File: src/rtl/edge_evt_pkg.sv
//------------------------------------------------------------------------------
// Module      : edge_evt_pkg
// Description : Shared encodings for the edge-event arbiter (modes, event
//               types, FSM states) plus mode-qualification helpers.
// Revision    : 1.0 - initial release
//------------------------------------------------------------------------------
`default_nettype none

package edge_evt_pkg;

  localparam logic [1:0] MODE_OFF  = 2'b00;
  localparam logic [1:0] MODE_RISE = 2'b01;
  localparam logic [1:0] MODE_FALL = 2'b10;
  localparam logic [1:0] MODE_BOTH = 2'b11;

  localparam logic EVT_RISE = 1'b1;
  localparam logic EVT_FALL = 1'b0;

  typedef enum logic [0:0] {
    ST_IDLE  = 1'b0,
    ST_OFFER = 1'b1
  } state_t;

  function automatic logic mode_allows_rise(input logic [1:0] mode);
    return (mode == MODE_RISE) || (mode == MODE_BOTH);
  endfunction

  function automatic logic mode_allows_fall(input logic [1:0] mode);
    return (mode == MODE_FALL) || (mode == MODE_BOTH);
  endfunction

endpackage

`default_nettype wire

File: src/rtl/edge_sync_detect.sv
//------------------------------------------------------------------------------
// Module      : edge_sync_detect
// Description : Per-channel synchroniser, previous-value flop and
//               mode-qualified registered edge detection.
// Revision    : 1.0 - initial release
//------------------------------------------------------------------------------
`default_nettype none

module edge_sync_detect
  import edge_evt_pkg::*;
#(
  parameter int SYNC_STAGES = 2
) (
  input  logic       clk,
  input  logic       rst,
  input  logic       sig,
  input  logic [1:0] mode,
  output logic       det_rise,
  output logic       det_fall
);

  logic [SYNC_STAGES-1:0] r_sync;
  logic                   r_prev;
  logic                   r_det_rise;
  logic                   r_det_fall;
  logic                   w_last;

  assign w_last = r_sync[SYNC_STAGES-1];

  // prev follows the synchronised level even when the channel is OFF
  always_ff @(posedge clk or negedge rst) begin
    if (!rst) begin
      r_sync     <= '0;
      r_prev     <= 1'b0;
      r_det_rise <= 1'b0;
      r_det_fall <= 1'b0;
    end else begin
      r_sync     <= {r_sync[SYNC_STAGES-2:0], sig};
      r_prev     <= w_last;
      r_det_rise <= w_last & ~r_prev & mode_allows_rise(mode);
      r_det_fall <= ~w_last & r_prev & mode_allows_fall(mode);
    end
  end

  assign det_rise = r_det_rise;
  assign det_fall = r_det_fall;

endmodule

`default_nettype wire

File: src/rtl/edge_event_arbiter.sv
//------------------------------------------------------------------------------
// Module      : edge_event_arbiter
// Description : Multi-channel edge-event controller with one pending slot per
//               channel and a round-robin valid/ready event port.
// Revision    : 1.0 - initial release
//------------------------------------------------------------------------------
`default_nettype none

module edge_event_arbiter
  import edge_evt_pkg::*;
#(
  parameter int N_CH        = 4,
  parameter int IDW         = 2,
  parameter int SYNC_STAGES = 2
) (
  input  logic            clk,
  input  logic            rst,
  input  logic [N_CH-1:0] sig_in,
  input  logic            mode_we,
  input  logic [IDW-1:0]  mode_ch,
  input  logic [1:0]      mode_val,
  output logic            evt_valid,
  output logic [IDW-1:0]  evt_ch,
  output logic            evt_type,
  input  logic            evt_ready,
  output logic [N_CH-1:0] pending,
  output logic [N_CH-1:0] overflow,
  input  logic            ovf_clr
);

  logic [1:0]      r_mode [N_CH];
  logic [N_CH-1:0] r_pending;
  logic [N_CH-1:0] r_type;
  logic [N_CH-1:0] r_overflow;
  state_t          r_state;
  logic            r_evt_valid;
  logic [IDW-1:0]  r_evt_ch;
  logic            r_evt_type;
  logic [IDW-1:0]  r_rr_ptr;

  logic [N_CH-1:0] w_det_rise;
  logic [N_CH-1:0] w_det_fall;
  logic [N_CH-1:0] w_det;
  logic [N_CH-1:0] w_xfer_ch;
  logic [N_CH-1:0] w_ovf_set;
  logic [N_CH-1:0] w_accept;
  logic            w_xfer;
  logic            w_pick_found;
  logic [IDW-1:0]  w_pick_ch;
  int              w_idx;

  generate
    for (genvar gi = 0; gi < N_CH; gi++) begin : g_ch
      edge_sync_detect #(
        .SYNC_STAGES (SYNC_STAGES)
      ) u_det (
        .clk      (clk),
        .rst      (rst),
        .sig      (sig_in[gi]),
        .mode     (r_mode[gi]),
        .det_rise (w_det_rise[gi]),
        .det_fall (w_det_fall[gi])
      );
    end
  endgenerate

  always_ff @(posedge clk or negedge rst) begin
    if (!rst) begin
      for (int i = 0; i < N_CH; i++) r_mode[i] <= MODE_OFF;
    end else if (mode_we && (int'(mode_ch) < N_CH)) begin
      r_mode[mode_ch] <= mode_val;
    end
  end

  assign w_det  = w_det_rise | w_det_fall;
  assign w_xfer = r_evt_valid & evt_ready;

  always_comb begin
    w_xfer_ch = '0;
    for (int i = 0; i < N_CH; i++) begin
      w_xfer_ch[i] = w_xfer && (int'(r_evt_ch) == i);
    end
  end

  // A transfer frees the slot in the same cycle, so a coincident edge is kept
  assign w_ovf_set = w_det & r_pending & ~w_xfer_ch;
  assign w_accept  = w_det & ~w_ovf_set;

  always_ff @(posedge clk or negedge rst) begin
    if (!rst) begin
      r_pending  <= '0;
      r_type     <= '0;
      r_overflow <= '0;
    end else begin
      r_pending  <= w_accept | (r_pending & ~w_xfer_ch);
      r_type     <= (w_accept & w_det_rise) | (r_type & ~w_accept);
      r_overflow <= w_ovf_set | (r_overflow & ~{N_CH{ovf_clr}});
    end
  end

  always_comb begin
    w_pick_found = 1'b0;
    w_pick_ch    = '0;
    w_idx        = 0;
    for (int j = 0; j < N_CH; j++) begin
      w_idx = int'(r_rr_ptr) + j;
      if (w_idx >= N_CH) w_idx = w_idx - N_CH;
      if (!w_pick_found && r_pending[w_idx]) begin
        w_pick_found = 1'b1;
        w_pick_ch    = IDW'(w_idx);
      end
    end
  end

  always_ff @(posedge clk or negedge rst) begin
    if (!rst) begin
      r_state     <= ST_IDLE;
      r_evt_valid <= 1'b0;
      r_evt_ch    <= '0;
      r_evt_type  <= 1'b0;
      r_rr_ptr    <= '0;
    end else begin
      case (r_state)
        ST_IDLE: begin
          if (w_pick_found) begin
            r_evt_ch    <= w_pick_ch;
            r_evt_type  <= r_type[w_pick_ch];
            r_evt_valid <= 1'b1;
            r_state     <= ST_OFFER;
          end
        end
        ST_OFFER: begin
          if (evt_ready) begin
            r_evt_valid <= 1'b0;
            r_state     <= ST_IDLE;
            r_rr_ptr    <= (r_evt_ch == IDW'(N_CH - 1)) ? '0 : r_evt_ch + IDW'(1);
          end
        end
        default: begin
          r_evt_valid <= 1'b0;
          r_state     <= ST_IDLE;
        end
      endcase
    end
  end

  assign evt_valid = r_evt_valid;
  assign evt_ch    = r_evt_ch;
  assign evt_type  = r_evt_type;
  assign pending   = r_pending;
  assign overflow  = r_overflow;

endmodule

`default_nettype wire

File: config.mk
export PLATFORM = sky130hd
export DESIGN_NAME = edge_event_arbiter
export DESIGN_NICKNAME = d
export VERILOG_FILES = /design/src/rtl/edge_evt_pkg.sv /design/src/rtl/edge_sync_detect.sv /design/src/rtl/edge_event_arbiter.sv
export SDC_FILE = /design/constraint.sdc
export NUM_CORES = 1
export LEC_CHECK = 0
export ABC_AREA = 1
export CORE_MARGIN = 4
export CORE_UTILIZATION = 40
export CTS_BUF_LIST = sky130_fd_sc_hd__clkbuf_8
export DETAILED_ROUTE_END_ITERATION = 12
export PLACE_DENSITY = 0.71
export SYNTH_ARGS = -nofsm -noshare
export SYNTH_HDL_FRONTEND = slang
export SYNTH_SLANG_ARGS = --single-unit
File: constraint.sdc
create_clock -name clk -period 1.8 [get_ports clk]
set_input_delay 0.54 -clock clk [delete_from_list [all_inputs] [get_ports clk]]
set_output_delay 0.54 -clock clk [all_outputs]
set_load 0.03 [all_outputs]
==> results.md <==
* Status: completed
* Max-Cap Viols at 0
* Worst path arrival time at between 1 and 1.5 ns
* Most frequent cells in the layout: nand2_1, dfrtp_1, inv_1
* Clock Latency Late Sink at 0.29 ns
* Die height at just under 80 um
* DR vias at between 1000 and 1500
* DRT Pass-1 Iters at 6
* Post-synthesis cell area at roughly 0.002 mm^2
* Final WL at roughly 3500 um
* PwrDens at 1679 mW/mm^2
* Worst R2R Start: r_rr_ptr[0]$_DFFE_PN0P_
* Most area-hungry cell type in the Yosys netlist: dfrtp_1
* Pins Over Slew Limit at 0
* Finish-stage setup viols at 0
* Clock root buffer: clkbuf_8
* Core area at 0.004786 mm^2
* Drt drc at 0
* RSZ-0062 raised after global routing: false
* CP startpoint kind: flip-flop
* N_diodes at 0
* Global-route wire length before repair at between 6000 and 7000 um
* Finished Core Util at 0.5169
* Worst r2r dst: evt_type$_DFFE_PN0P_
* Num CTS Buffers at 5
* Seq/Total Area, Yosys at 0.5901
* Slowest stage delay, CP at 0.48 ns
* Clock sinks at between 40 and 50
* Site Rows at 25
* Worst hold path type: primary input to asynchronous set/reset pin
* Max frequency at between 500 and 600 MHz
* CP startpoint: evt_valid$_DFFE_PN0P_
* Largest net degree at the start of global routing at 19
* CP cell instances: dlygate4sd2_1
* Share of cells above drive strength 1 at 0.1318
* Initial antenna violation count at 0
* Routed Antenna Nets at 0
* Placer Congestion at about 0.83
* Most common cell after layout, fill and taps aside: nand2_1
* Fin area at ~0.0025 mm^2
* Area delta synth->final at 24.11%
* Gate Count Post-Synth at 220
* Crit-path slowest cell: dfrtp_1
* Synth top area cells: dfrtp_1, nand2_1, inv_1
* Relative max-transition margin at 0.7422
* Actual slew at the worst max-slew pin at just under 0.4 ns
* Setup CP Type: flip-flop to output port
* Clock-pin slew on the worst setup and hold paths at approximately 0.080 ns
* Initial DRC count at 55
* Worst Skew at approximately 0.0035 ns
* Post-synthesis cell type count at 20
* I/O Buffers at 24
* Hold WS at between 0.15 and 0.2 ns
* Nets at ~270
* Total track usage at 0.1282
* Tcrit/Tclk final at 0.9701
* Synth warnings at 0
* Drt wl/cell at about 11 um
* Worst path depth at 1
* Die width at 78.59 um
* CTS tree: done
* Peak supply drop at between 0.7 and 0.8 mV
* DP HPWL at 2692 um
* H-tree levels at 2
* Boundary Pins at 25
* CP bufs+invs at 1
* R2R setup slack at ~0.17 ns
* Total grt overflow at 0
* Number of global-route vias before repair at around 1400
* Syn_area_per_cell at ~9 um^2
* Hold-fix buffers at CTS at 0
* Setup TNS Final at 0 ns
* Crit path capture: evt_valid
* Crit-path max FO at 6
* Cell Area, Placed at roughly 0.0024 mm^2
* Worst EP required at 1.26 ns
* Max Root-Sink Buffers at 2
* Hold Vio Cnt, Final at 0
* Power Total at 4.154 mW
* Setup crit end kind: output port
* CP top delay family: flip-flops
* Tmin final at around 1.7 ns
* Initial core utilization at 0.4165
* Die area at a little over 0.006 mm^2
* Syn_nets at roughly 240
* Leak Pwr at ~1.3 nW
* Vias per cell at approximately 4.5
* Reg2reg path depth at 11
* Yosys reg bits at 47
* Synth top area share at 0.5901
* Fill cell total of the finished layout at around 450
==> power by group <==
part           internal [mW]  total [mW]  leakage, nW  switching, mW
logic                  0.662        1.89        0.623           1.23
registers               1.30        1.50        0.575          0.197
clock network          0.449       0.769       0.0612          0.321
total                   2.41        4.15         1.26           1.74
==> worst min-delay path by stage <==
stage	startpoint	to	slack, ns	cells past startpoint
3_5_place_dp	g_ch[2].u_det.r_sync[0]$_DFF_PN0_	g_ch[2].u_det.r_sync[1]$_DFF_PN0_	0.34	0
6_report	rst	g_ch[1].u_det.r_sync[0]$_DFF_PN0_	0.16	1
3_3_place_gp	g_ch[2].u_det.r_sync[0]$_DFF_PN0_	g_ch[2].u_det.r_sync[1]$_DFF_PN0_	0.33	0
5_1_grt	rst	r_mode[6]$_DFFE_PN0P_	0.17	1
2_1_floorplan	rst	asynchronous set/reset pin	0.24	0
4_1_cts	rst	asynchronous set/reset pin	0.15	1
==> stage by stage <==
stage                     cells  worst slack, ns
after CTS                   324          0.04155
after detailed placement    316          0.09392
after global placement      316           0.1004
after floorplan             220           0.2211
after global routing        325         0.003417
final                       325          0.05388
==> cell usage after synthesis (all sizes together) <==
cell type,instances
nand4,1
inv,25
nand2,78
nand3b,1
dfrtp,47
nand3,19
buf,1
o22ai,4
o21ai,16
nor2,16
ha,4
o21a,1
o31ai,1
a21oi,6
==> sequential cells by signal, summed over array words and instances (netlist names), named ones only <==
register and cells:
evt_type 1, r_rr_ptr 2, g_ch.u_det.r_prev 4, g_ch.u_det.det_rise 4, pending 4, g_ch.u_det.r_sync 8, overflow 4, r_state 1
r_mode 8, evt_valid 1, g_ch.u_det.det_fall 4, evt_ch 2
==> cell families (layout without fill, tap and decap cells) <==
logic type | Yosys count | in the layout | share of synthesized area
buf+inv | 26 | 64 | 0.05273
simple gates | 115 | 115 | 0.2567
flops | 47 | 47 | 0.5901
fa+ha+maj | 4 | 4 | 0.02511
compound gates | 28 | 28 | 0.07533
==> repair_timing <==
item / 4_1_cts / 5_1_grt
setup buffers: 0 / 1
endpoints found under the setup margin: 12 / 1
endpoints found under the hold margin: 0 / 0
pin swaps: 0 / 1
cloned: 0 / 0
resized for setup: 12 / 2
==> per-layer routing <==
layer,vias up,wire (um),track usage
met5,-,0,0
li1,770,-,-
met3,5,154,0.03899
met2,28,1617,0.2139
met1,674,1635,0.1527
met4,0,61,0.05420
==> layout make-up <==
cell class	instances	area, um^2	share of cell area
Clock buffer	6	82.58	0.03338
Clock inverter	2	35.03	0.01416
Inverter	25	93.84	0.03794
Multi-Input combinational cell	147	715.7	0.2893
Sequential cell	47	1177	0.4760
Tap cell	67	83.83	0.03389
Timing Repair Buffer	31	285.3	0.1153
Note: power is estimated with default switching activity, not from simulation.
